<file path="src/rtl/prbs_derandomizer.sv">
// -----------------------------------------------------------------------------
// prbs_derandomizer
//
// Receive-side counterpart of the 15-bit PRBS randomizer (1 + x^14 + x^15).
// The LFSR is reloaded with SEED on every frame_start. Each accepted bit is
// XORed with the regenerated PRBS bit to recover the original data. Recovered
// bits are emitted serially and also packed MSB-first into nibbles.
//
// Parameters:
//   SEED        LFSR value loaded at every frame start
//   FRAME_BITS  data bits per frame (multiple of 4, >= 4)
//
// Ports:
//   clk           rising-edge clock
//   reset         asynchronous active-low reset
//   frame_start   one-cycle frame start pulse (IDLE or RUN)
//   in_valid      in_bit is valid this cycle
//   in_bit        randomized serial data
//   out_bit       recovered bit (registered)
//   out_valid     out_bit valid
//   nibble_out    last four recovered bits, first-received bit in [3]
//   nibble_valid  one-cycle pulse when nibble_out updates
//   frame_done    one-cycle pulse with the final bit of a frame
//   resync        one-cycle pulse when frame_start arrives in RUN
//   busy          high while in RUN
// -----------------------------------------------------------------------------
module prbs_derandomizer #(
    parameter logic [14:0] SEED       = 15'b100101010000000,
    parameter int          FRAME_BITS = 32
) (
    input  logic       clk,
    input  logic       reset,
    input  logic       frame_start,
    input  logic       in_valid,
    input  logic       in_bit,
    output logic       out_bit,
    output logic       out_valid,
    output logic [3:0] nibble_out,
    output logic       nibble_valid,
    output logic       frame_done,
    output logic       resync,
    output logic       busy
);

    localparam int CNT_W = (FRAME_BITS > 1) ? $clog2(FRAME_BITS) : 1;
    localparam logic [CNT_W-1:0] LAST_CNT = CNT_W'(FRAME_BITS - 1);

    typedef enum logic {
        IDLE = 1'b0,
        RUN  = 1'b1
    } state_t;

    state_t state, state_next;

    logic [14:0]      lfsr, lfsr_base, lfsr_next;
    logic [CNT_W-1:0] cnt, cnt_base, cnt_next;
    // Only the three earlier bits of a nibble need storing; the fourth is
    // the bit being recovered when the nibble completes.
    logic [2:0]       shreg, shreg_base, shreg_next;
    logic             prbs;
    logic             accept;
    logic             rec_bit;
    logic             last_bit;
    logic             nibble_edge;

    // A frame_start substitutes the restart values for the held state, so a
    // coincident in_valid bit is processed as bit 0 of the new frame.
    always_comb begin
        lfsr_base   = frame_start ? SEED : lfsr;
        cnt_base    = frame_start ? '0 : cnt;
        shreg_base  = frame_start ? '0 : shreg;
        prbs        = lfsr_base[14] ^ lfsr_base[13];
        accept      = in_valid && (frame_start || (state == RUN));
        rec_bit     = in_bit ^ prbs;
        last_bit    = accept && (cnt_base == LAST_CNT);
        nibble_edge = accept && (cnt_base[1:0] == 2'b11);

        lfsr_next  = lfsr_base;
        cnt_next   = cnt_base;
        shreg_next = shreg_base;
        if (accept) begin
            lfsr_next  = {lfsr_base[13:0], prbs};
            cnt_next   = last_bit ? '0 : cnt_base + CNT_W'(1);
            shreg_next = {shreg_base[1:0], rec_bit};
        end
    end

    // FSM: state register
    always_ff @(posedge clk or negedge reset) begin
        if (!reset) begin
            state <= IDLE;
        end else begin
            state <= state_next;
        end
    end

    // FSM: next-state logic
    always_comb begin
        state_next = state;
        if (frame_start) begin
            state_next = RUN;
        end else if (last_bit) begin
            state_next = IDLE;
        end
    end

    // FSM: outputs
    always_comb begin
        busy = (state == RUN);
    end

    // Datapath and registered outputs
    always_ff @(posedge clk or negedge reset) begin
        if (!reset) begin
            lfsr         <= SEED;
            cnt          <= '0;
            shreg        <= '0;
            out_bit      <= 1'b0;
            out_valid    <= 1'b0;
            nibble_out   <= 4'h0;
            nibble_valid <= 1'b0;
            frame_done   <= 1'b0;
            resync       <= 1'b0;
        end else begin
            lfsr         <= lfsr_next;
            cnt          <= cnt_next;
            shreg        <= shreg_next;
            out_valid    <= accept;
            nibble_valid <= nibble_edge;
            frame_done   <= last_bit;
            resync       <= frame_start && (state == RUN);
            if (accept) begin
                out_bit <= rec_bit;
            end
            if (nibble_edge) begin
                nibble_out <= {shreg_base, rec_bit};
            end
        end
    end

endmodule

</file>
<file path="config.mk">
export PLATFORM = sky130hd
export DESIGN_NAME = prbs_derandomizer
export DESIGN_NICKNAME = d
export VERILOG_FILES = /design/src/rtl/prbs_derandomizer.sv
export SDC_FILE = /design/constraint.sdc
export NUM_CORES = 1
export LEC_CHECK = 0
export CORE_AREA = 5 5 66 68
export DETAILED_ROUTE_END_ITERATION = 7
export DIE_AREA = 0 0 71 73
export DONT_BUFFER_PORTS = 1
export GPL_TIMING_DRIVEN = 1
export HOLD_SLACK_MARGIN = 0.12
export PLACE_DENSITY = 0.52
export REMOVE_ABC_BUFFERS = 1
export SLEW_MARGIN = 20
export SYNTH_ARGS = -nofsm -noshare
export SYNTH_HDL_FRONTEND = slang
export SYNTH_SLANG_ARGS = --single-unit
</file>
<file path="constraint.sdc">
create_clock -name clk -period 2.1 [get_ports clk]
set_clock_uncertainty 0.1 [all_clocks]
set_input_delay 0.315 -clock clk [delete_from_list [all_inputs] [get_ports clk]]
set_output_delay 0.315 -clock clk [all_outputs]
set_load 0.01 [all_outputs]
</file>
==> results.yml, run 1 <==
timing:
  max_freq_mhz: 508.8
  slew_headroom: 0.7049
  finalHoldViolations: 0
  tightest_slew_ns: 0.4412
  slew_violations: 0
  fin_hold_ws_ns: 0.1256
  setup_viol: 0
  min_period_ns: 1.965
  rsz0062_at_grt: "false"
  finalSetupTns_ns: 0
  min_period_over_period: 0.9359
yosys:
  yosysWarnings: 0
  synthMostInstantiatedCell: "nand2_1"
  synth_top_cell_by_area: "dfrtp_1"
  synth_top_cell_area_share: 0.5183
  synthesis.area_mm2: 0.001400
  yosys-top-cells-area: "dfrtp_1, nand2_1, dfstp_2"
  synth.distinct_cells: 31
  synthArstFlopShare: 1.000
  ys.flop_type: "dfrtp_1"
  yosysSeqAreaShare: 0.5934
  synth-seq-cells: 33
  syn_inst: 137
  synth_common_cells: "nand2_1, dfrtp_1, a21oi_1"
  synth_edf_count: 0
  syn_avg_cell_area_um2: 10.22
routing:
  via_count: 997
  drt-total-wl_mm: 2.684
  viasPerCell: 4.887
  ant_nets: 0
  avgRoutedWirePerCell_um: 13.16
  route.detailed.drc: 0
  drt_iter0_drc: 57
  first_pass_iters: 4
placed_design:
  gp_congestion: 0.6842
  hpwl_mm: 1.658
  port_buffers: 0
clock_network:
  htreeDepth: 2
  cts_buffer_depth: 2
  tritoncts: "done"
  clock_latency_ns: 0.28
  cts_made_buffers: 5
  clkSlewWorstSetupHoldPaths_ns: 0.06
  cts_root_buffer: "clkbuf_8"
  cts_num_sinks: 33
critical_path:
  cpPeakStageDelay_ns: 0.55
  crit_family: "buffers and inverters"
  rr_worst_depth: 6
  cp-end-kind: "flip-flop"
  cp_slowest_cell: "dlygate4sd3_1"
  r2r-start: "busy"
  crit_buf_inv: 3
  worstSetupStartpointType: "flip-flop"
  crit_path_start: "busy"
  rr_endpoint: "lfsr[1]"
  cp.arrival_ns: 2.03
  worstPathRequired_ns: 2.16
  rrSetupSlack_ns: 0.13
  cp_max_fo: 8
  worstPathCellList: "o21ai_4 -> clkinvlp_4 -> buf_4 -> nand2_1 -> a21oi_1 -> dlygate4sd3_1"
  critPathKind: "flip-flop to flip-flop"
power:
  p_leak_nw: 0.7586
  power_density_mw_per_mm2: 758.5
  ir_drop_uv: 273.8
  switching_power_mw: 0.3060
  power_frac_comb: 0.091
  seq_power_share: 0.558
  clkPwrFrac: 0.352
  swShare: 0.2411
  p_int_mw: 0.9629
floorplanning:
  die-area_mm2: 0.005183
  start_util: 0.3686
  core-area_mm2: 0.003799
  dieHeight_um: 73
  io_pins: 15
  die_w_um: 71
  placementRows: 23
final_layout:
  n_antenna_cell: 0
  multi_input_area_um2: 525.5
  drive_above_1_share: 0.1494
  num-nets-final: 160
  area_growth_pct: 19.48
  seq_area_um2: 830.8
  n_fill_cell: 362
grt:
  grt_max_degree: 34
  grt_overflow: 0
  grt_pass1_vias: 1023
  antenna_found_initial: 0
  grt_pass1_wl_mm: 4.678
  grt_use_total: 0.1165
hold_path:
  hold_start: "in_valid"
  hold_class: "input port to flip-flop"
  min_to: "busy"
  whs_path_depth: 2
status:
  status: "complete, no violations"
flow_run:
  max_cap_violations: 0
-- worst max-delay path by stage --
stage	endpoint	cells past startpoint
2_1_floorplan	cnt[3]	4
6_report	lfsr[1]	6
3_3_place_gp	lfsr[1]	5
4_1_cts	lfsr[1]	6
3_5_place_dp	cnt[3]	7
5_1_grt	lfsr[1]	6
-- sequential cells by signal (all words and copies together) (netlist names) --
name,count
nibble_valid,1
frame_done,1
busy,1
lfsr,15
shreg,3
nibble_out,4
resync,1
cnt,5
out_valid,1
out_bit,1
-- metal layers --
metal  global-route usage  vias to the layer above  wire [um]
met1               0.1313                      473       1150
met3              0.04132                       10        199
met2               0.1967                       24       1294
met4              0.05637                        0         40
li1                     -                      490          -
met5                    0                        -          0
-- worst register-to-register path, delay by kind of cell (launching register included) --
family	cells	cell delay [ns]
and+or+nand+nor	1	0.07
DFF	1	0.50
buffers and inverters	3	0.90
AOI/OAI and AO/OA	2	0.28
-- cells by family (layout without fill, tap and decap cells) --
family,Yosys count,in the layout,share of synthesized area
DFF,33,33,0.5934
and+or+nand+nor,59,59,0.1939
buffers and inverters,10,27,0.03663
adders and majority gates,2,2,0.01787
AOI/OAI and AO/OA,31,31,0.1457
xor gates and xnor gates,2,2,0.01251
-- power groups by stage --
| stage | logic, mW | registers (mW) | clock network (mW) |
|---|---|---|---|
| after floorplan | 0.0617 | 0.714 | 0 |
| after global placement | 0.0780 | 0.718 | 0 |
| after detailed placement | 0.0806 | 0.720 | 0 |
| after CTS | 0.110 | 0.708 | 0.461 |
| after global routing | 0.133 | 0.713 | 0.494 |
| final | 0.115 | 0.708 | 0.446 |
-- placed cells by master (no fill, tap or decap), types with 4 or more instances in the layout --
| cell | netlist | layout |
|---|---|---|
| dlygate4sd3_1 | 0 | 8 |
| o2bb2ai_1 | 4 | 4 |
| o21ai_0 | 7 | 7 |
| nand2_1 | 35 | 35 |
| buf_4 | 0 | 6 |
| nand2b_1 | 4 | 4 |
| a21oi_1 | 10 | 10 |
| clkbuf_8 | 0 | 5 |
| nor2_1 | 7 | 7 |
| dfrtp_1 | 29 | 29 |
| dfstp_2 | 4 | 4 |
-- final cells by class --
| class | count | share of cell area |
|---|---|---|
| sequential | 33 | 0.4966 |
| clock inverter | 1 | 0.002992 |
| multi-input combinational | 94 | 0.3141 |
| clock buffer | 7 | 0.04562 |
| tap | 50 | 0.03740 |
| timing repair buffer | 16 | 0.09424 |
| inverter | 3 | 0.008975 |
-- through the flow --
stage / cell area [um2] / std cells / utilization / total power [mW] / setup WS (ns)
final: 1673 / 204 / 0.4404 / 1.269 / 0.1346
after global routing: 1673 / 204 / 0.4404 / 1.339 / 0.01992
after CTS: 1637 / 201 / 0.4308 / 1.280 / 0.02596
after detailed placement: 1445 / 183 / 0.3804 / 0.8007 / 0.4965
after global placement: 1445 / 183 / 0.3804 / 0.7965 / 0.5431
after floorplan: 1360 / 130 / - / 0.7756 / 0.2277
-- repair_timing --
| item | in CTS | in global routing |
|---|---|---|
| gates resized for setup | 0 | 3 |
| hold buffers | 10 | 0 |
| endpoints found under the setup margin | 0 | 8 |
| endpoints found under the hold margin | 49 | 0 |
| buffers inserted | 0 | 3 |
(Power assumes the default switching activity.)
==> run 2, diff against run 1 <==
--- a/config.mk
+++ b/config.mk
@@ -12,6 +12,7 @@
 export GPL_TIMING_DRIVEN = 1
 export HOLD_SLACK_MARGIN = 0.12
 export PLACE_DENSITY = 0.52
+export RECOVER_POWER = 100
 export REMOVE_ABC_BUFFERS = 1
 export SLEW_MARGIN = 20
 export SYNTH_ARGS = -nofsm -noshare
==> constraint.sdc (replaced) <==
create_clock -name clk -period 2.1 [get_ports clk]
set_clock_uncertainty 0.1 [all_clocks]
set_input_delay 0.42 -clock clk [delete_from_list [all_inputs] [get_ports clk]]
set_output_delay 0.42 -clock clk [all_outputs]
set_load 0.01 [all_outputs]
==> results.yml, run 2 (synthesis gave the netlist of run 1 again) <==
timing:
  finalSetupTns_ns: 0
  finalHoldViolations: 0
  setup_viol: 0
  rsz0062_at_grt: "false"
  min_period_over_period: 0.8059
  slew_violations: 0
  fin_hold_ws_ns: 0.1352
  min_period_ns: 1.692
  setup_ws_ns: 0.4077
  max_freq_mhz: 590.9
  slew_headroom: 0.4610
  tightest_slew_ns: 0.8086
final_layout:
  mostFrequentLayoutCells: "nand2_1, dfrtp_1, a21oi_1, o21ai_0, nor2_1"
  reg_top3: "lfsr x15, cnt x5, nibble_out x4"
  area_growth_pct: 9.294
  drive_above_1_share: 0.09028
  largest_reg_flops: 15
  stdcell_count: 194
  largest-register: "lfsr"
  num-nets-final: 150
  final_util: 0.4028
  layout_commonest_cell: "nand2_1"
  n_antenna_cell: 0
routing:
  avgRoutedWirePerCell_um: 13.54
  route.detailed.drc: 0
  drt-total-wl_mm: 2.626
  ant_nets: 0
  first_pass_iters: 4
  drt_iter0_drc: 48
  via_count: 924
  viasPerCell: 4.763
clock_network:
  clock_latency_ns: 0.28
  cts_buffer_depth: 2
  cts_resized: 0
  cts_made_buffers: 5
  clkSlewWorstSetupHoldPaths_ns: 0.06
  cts_num_sinks: 33
  cts_root_buffer: "clkbuf_8"
  holdBufCountCts: 3
  post_cts_buffers: 0
  htreeDepth: 2
  tritoncts: "done"
grt:
  grt_pass1_vias: 956
  grt_max_degree: 34
  grt_pass1_wl_mm: 4.712
  grt_overflow: 0
  grt_use_total: 0.1177
  antenna_found_initial: 0
critical_path:
  worstPathRequired_ns: 2.20
  worstSetupStartpointType: "flip-flop"
  cp.arrival_ns: 1.79
  cp-end-kind: "flip-flop"
  cp_slowest_cell: "dfrtp_1"
  cpPeakStageDelay_ns: 0.52
  cp_max_fo: 12
  critPathKind: "flip-flop to flip-flop"
  worstPathCellList: "o21ai_2 -> inv_1 -> clkbuf_1 -> nand2_1 -> a21oi_1"
power:
  p_int_mw: 0.9493
  seq_power_share: 0.564
  power_frac_comb: 0.075
  ir_drop_uv: 382.4
  power_density_mw_per_mm2: 820.2
  switching_power_mw: 0.3058
  clkPwrFrac: 0.361
  swShare: 0.2437
  p_leak_nw: 0.6689
floorplanning:
  die-area_mm2: 0.005183
  io_pins: 15
  die_w_um: 71
  placementRows: 23
  start_util: 0.3686
  dieHeight_um: 73
  core-area_mm2: 0.003799
status:
  status: "complete, no violations"
placed_design:
  gp_congestion: 0.7466
  dp_cells: 183
  hpwl_mm: 1.708
  pre_cts_slack_ns: 0.4385
  port_buffers: 0
hold_path:
  hold_class: "input port to flip-flop"
flow_run:
  max_cap_violations: 0
## run 2: layout make-up
cell class,count,area (um2)
Fill cell,394,2268
Sequential cell,33,830.8
Multi-Input combinational cell,94,509.2
Clock buffer,8,80.08
Tap cell,50,62.56
Timing Repair Buffer,6,36.28
Inverter,3,11.26
## run 2: power groups by stage
stage	Sequential (mW)	Combinational (mW)	Clock (mW)
floorplan	0.714	0.0617	0
global placement	0.719	0.0786	0
detailed placement	0.720	0.0810	0
CTS	0.709	0.105	0.469
global route	0.713	0.112	0.502
finish	0.708	0.0944	0.453
## run 2: worst paths after layout
kind	slack, ns	depth (start not counted)	startpoint	end
max	0.41	5	busy	lfsr[3]
min	0.14	1	frame_start	busy
max reg2reg	0.41	5	busy	lfsr[3]
min reg2reg	0.38	2	lfsr[12]	lfsr[12]
max in group asynchronous	0.71	2	reset	lfsr[6]
min in group asynchronous	0.68	2	reset	nibble_out[3]
## run 2: metrics by stage
stage | cell area (um2) | power [mW]
after floorplan | 1360 | 0.7756
after global placement | 1445 | 0.7977
after detailed placement | 1445 | 0.8014
after CTS | 1565 | 1.282
after global routing | 1530 | 1.326
final | 1530 | 1.255
## run 2: metal layers
layer | wire (um) | track usage
met1 | 1233 | 0.1471
met2 | 1189 | 0.1843
met3 | 177 | 0.05096
met4 | 24 | 0.03758
met5 | 0 | 0
## run 2: worst max-delay path, delay by kind of cell (launching register included)
kind,cells,cell delay (ns)
compound gates,2,0.23
flops,1,0.52
simple gates,1,0.10
buf+inv,2,0.66
==> run 3, diff against run 2 <==
--- a/config.mk
+++ b/config.mk
@@ -11,7 +11,7 @@
 export DONT_BUFFER_PORTS = 1
 export GPL_TIMING_DRIVEN = 1
 export HOLD_SLACK_MARGIN = 0.12
-export PLACE_DENSITY = 0.52
+export PLACE_DENSITY = 0.54
 export RECOVER_POWER = 100
 export REMOVE_ABC_BUFFERS = 1
 export SLEW_MARGIN = 20
==> constraint.sdc (replaced) <==
create_clock -name clk -period 1.35 [get_ports clk]
set_clock_uncertainty 0.1 [all_clocks]
set_input_delay 0.27 -clock clk [delete_from_list [all_inputs] [get_ports clk]]
set_output_delay 0.27 -clock clk [all_outputs]
set_load 0.01 [all_outputs]
==> results.yml, run 3 (synthesis gave the netlist of run 1 again) <==
routing:
  ant_nets: 0
  drt-met1-wl_mm: 1.254
  route.detailed.drc: 0
  highest_layer: "met4"
  avgRoutedWirePerCell_um: 13.81
  drt-total-wl_mm: 2.886
  drt_iter0_drc: 63
  wl_met2_mm: 1.395
  first_pass_iters: 4
  via_count: 1037
  met3WireLength_um: 194
  viasPerCell: 4.962
power:
  ir_drop_uv: 622.2
  power_frac_comb: 0.093
  clkPwrFrac: 0.384
  switching_power_mw: 0.5012
  p_total_mw: 2.110
  power_density_mw_per_mm2: 1171
  p_leak_nw: 0.7807
  p_int_mw: 1.608
  swShare: 0.2376
  seq_power_share: 0.523
final_layout:
  largest-register: "lfsr"
  n_antenna_cell: 0
  num-nets-final: 165
  stdcell_count: 209
  area_growth_pct: 28.69
  design_area_mm2: 0.001802
  drive_above_1_share: 0.2956
  mostFrequentLayoutCells: "nand2_1, dfrtp_1, buf_4, a21oi_1"
  final_util: 0.4743
  largest_reg_flops: 15
  layout_commonest_cell: "nand2_1"
  reg_top3: "lfsr x15, cnt x5, nibble_out x4"
status:
  status: "complete, but fails checks"
  violations: "hold timing, setup timing"
floorplanning:
  core-area_mm2: 0.003799
  die_w_um: 71
  io_pins: 15
  placementRows: 23
  start_util: 0.3686
  dieHeight_um: 73
  die-area_mm2: 0.005183
grt:
  grt_max_degree: 34
  antenna_found_initial: 0
  grt_use_total: 0.1218
  grt_overflow: 0
  grt_pass1_vias: 1056
  grt_pass1_wl_mm: 4.830
clock_network:
  holdBufCountCts: 5
  clock_latency_ns: 0.29
  clkSlewWorstSetupHoldPaths_ns: 0.07
  tritoncts: "done"
  htreeDepth: 2
  cts_num_sinks: 33
  cts_buffer_depth: 2
  cts_made_buffers: 5
  cts_root_buffer: "clkbuf_8"
hold_path:
  min_to: "shreg[1]"
  whs_path_depth: 1
  hold_class: "input port to flip-flop"
  hold_start: "frame_start"
critical_path:
  crit_path_start: "cnt[1]"
  cp.arrival_ns: 1.51
  r2r-start: "cnt[1]"
  worstPathRequired_ns: 1.43
  rr_endpoint: "busy"
  cp-end-kind: "flip-flop"
  worstSetupStartpointType: "flip-flop"
  cp_max_fo: 5
  rrSetupSlack_ns: -0.07
  rr_worst_depth: 7
  critPathKind: "flip-flop to flip-flop"
timing:
  fin_hold_ws_ns: -0.06328
  max_freq_mhz: 702.7
  rsz0062_at_grt: "true"
  slew_headroom: 0.4653
  min_period_ns: 1.423
  setup_viol: 8
  setup_ws_ns: -0.07314
  tightest_slew_ns: 0.8020
  slew_violations: 0
  min_period_over_period: 1.054
  finalHoldViolations: 11
flow_run:
  max_cap_violations: 0
placed_design:
  dp_cells: 191
  port_buffers: 0
  gp_congestion: 0.7781
  hpwl_mm: 1.765
  placed_cell_area_mm2: 0.001505
run 3: cell types whose count changed in the layout (fill, tap and decap cells not counted), moves of 2 or more:
| cell | delta |
|---|---|
| buf_4 | +11 |
| buf_6 | +2 |
| clkbuf_1 | -5 |
| clkbuf_8 | +2 |
| dlygate4sd3_1 | +2 |
| ha_1 | -2 |
| ha_4 | +2 |
| nor2_1 | -3 |
| nor2_2 | +2 |
| nor2b_1 | -2 |
| nor2b_4 | +2 |
| o211ai_4 | +2 |
run 3: per-stage QoR:
| step | setup TNS, ns | setup slack, ns |
|---|---|---|
| floorplan | -7.945 | -0.5223 |
| global placement | -0.9806 | -0.1813 |
| detailed placement | -1.769 | -0.2429 |
| CTS | -0.3743 | -0.07784 |
| global route | -2.240 | -0.1243 |
| finish | -0.3348 | -0.07314 |
run 3: worst max-delay path: stages, from the launching register on:
cell and delay, ns:
dfrtp_1 0.35, nor2b_4 0.19, ha_4 0.16, nand2_4 0.05, nor2_4 0.09, ha_4 0.15
nand2_1 0.06, a21o_1 0.15
run 3: how the worst max path moves through the flow:
stage	endpoint	slack, ns	cells after the start
global placement	cnt[3]	-0.18	7
finish	busy	-0.07	7
global route	cnt[3]	-0.12	7
CTS	busy	-0.08	7
floorplan	cnt[3]	-0.52	4
detailed placement	cnt[3]	-0.24	7
run 3: final cells by class:
cell class                 instances  area (um2)
inverter                           3       13.76
clock buffer                       7       96.34
tap                               50       62.56
timing repair buffer              20       161.4
sequential                        33       830.8
multi-input combinational         95       631.9
clock inverter                     1       5.005
fill                             372        1997
run 3: layer usage:
layer,track usage,vias up
met5,0,-
met4,0.04802,0
met3,0.06474,5
met2,0.1988,21
met1,0.1341,513
li1,-,498
run 3: power groups by stage:
stage / clock (mW) / combinational, mW / sequential [mW]
after floorplan: 0 / 0.0960 / 1.11
after global placement: 0 / 0.137 / 1.12
after detailed placement: 0 / 0.144 / 1.12
after CTS: 0.842 / 0.192 / 1.10
after global routing: 0.906 / 0.222 / 1.11
final: 0.811 / 0.196 / 1.10
run 3: what timing repair did:
action	4_1_cts	5_1_grt
endpoints found under the setup margin	23	28
cloned	0	1
endpoints found under the hold margin	61	28
gates resized for setup	19	8
pin swaps	7	4
setup buffers	2	3
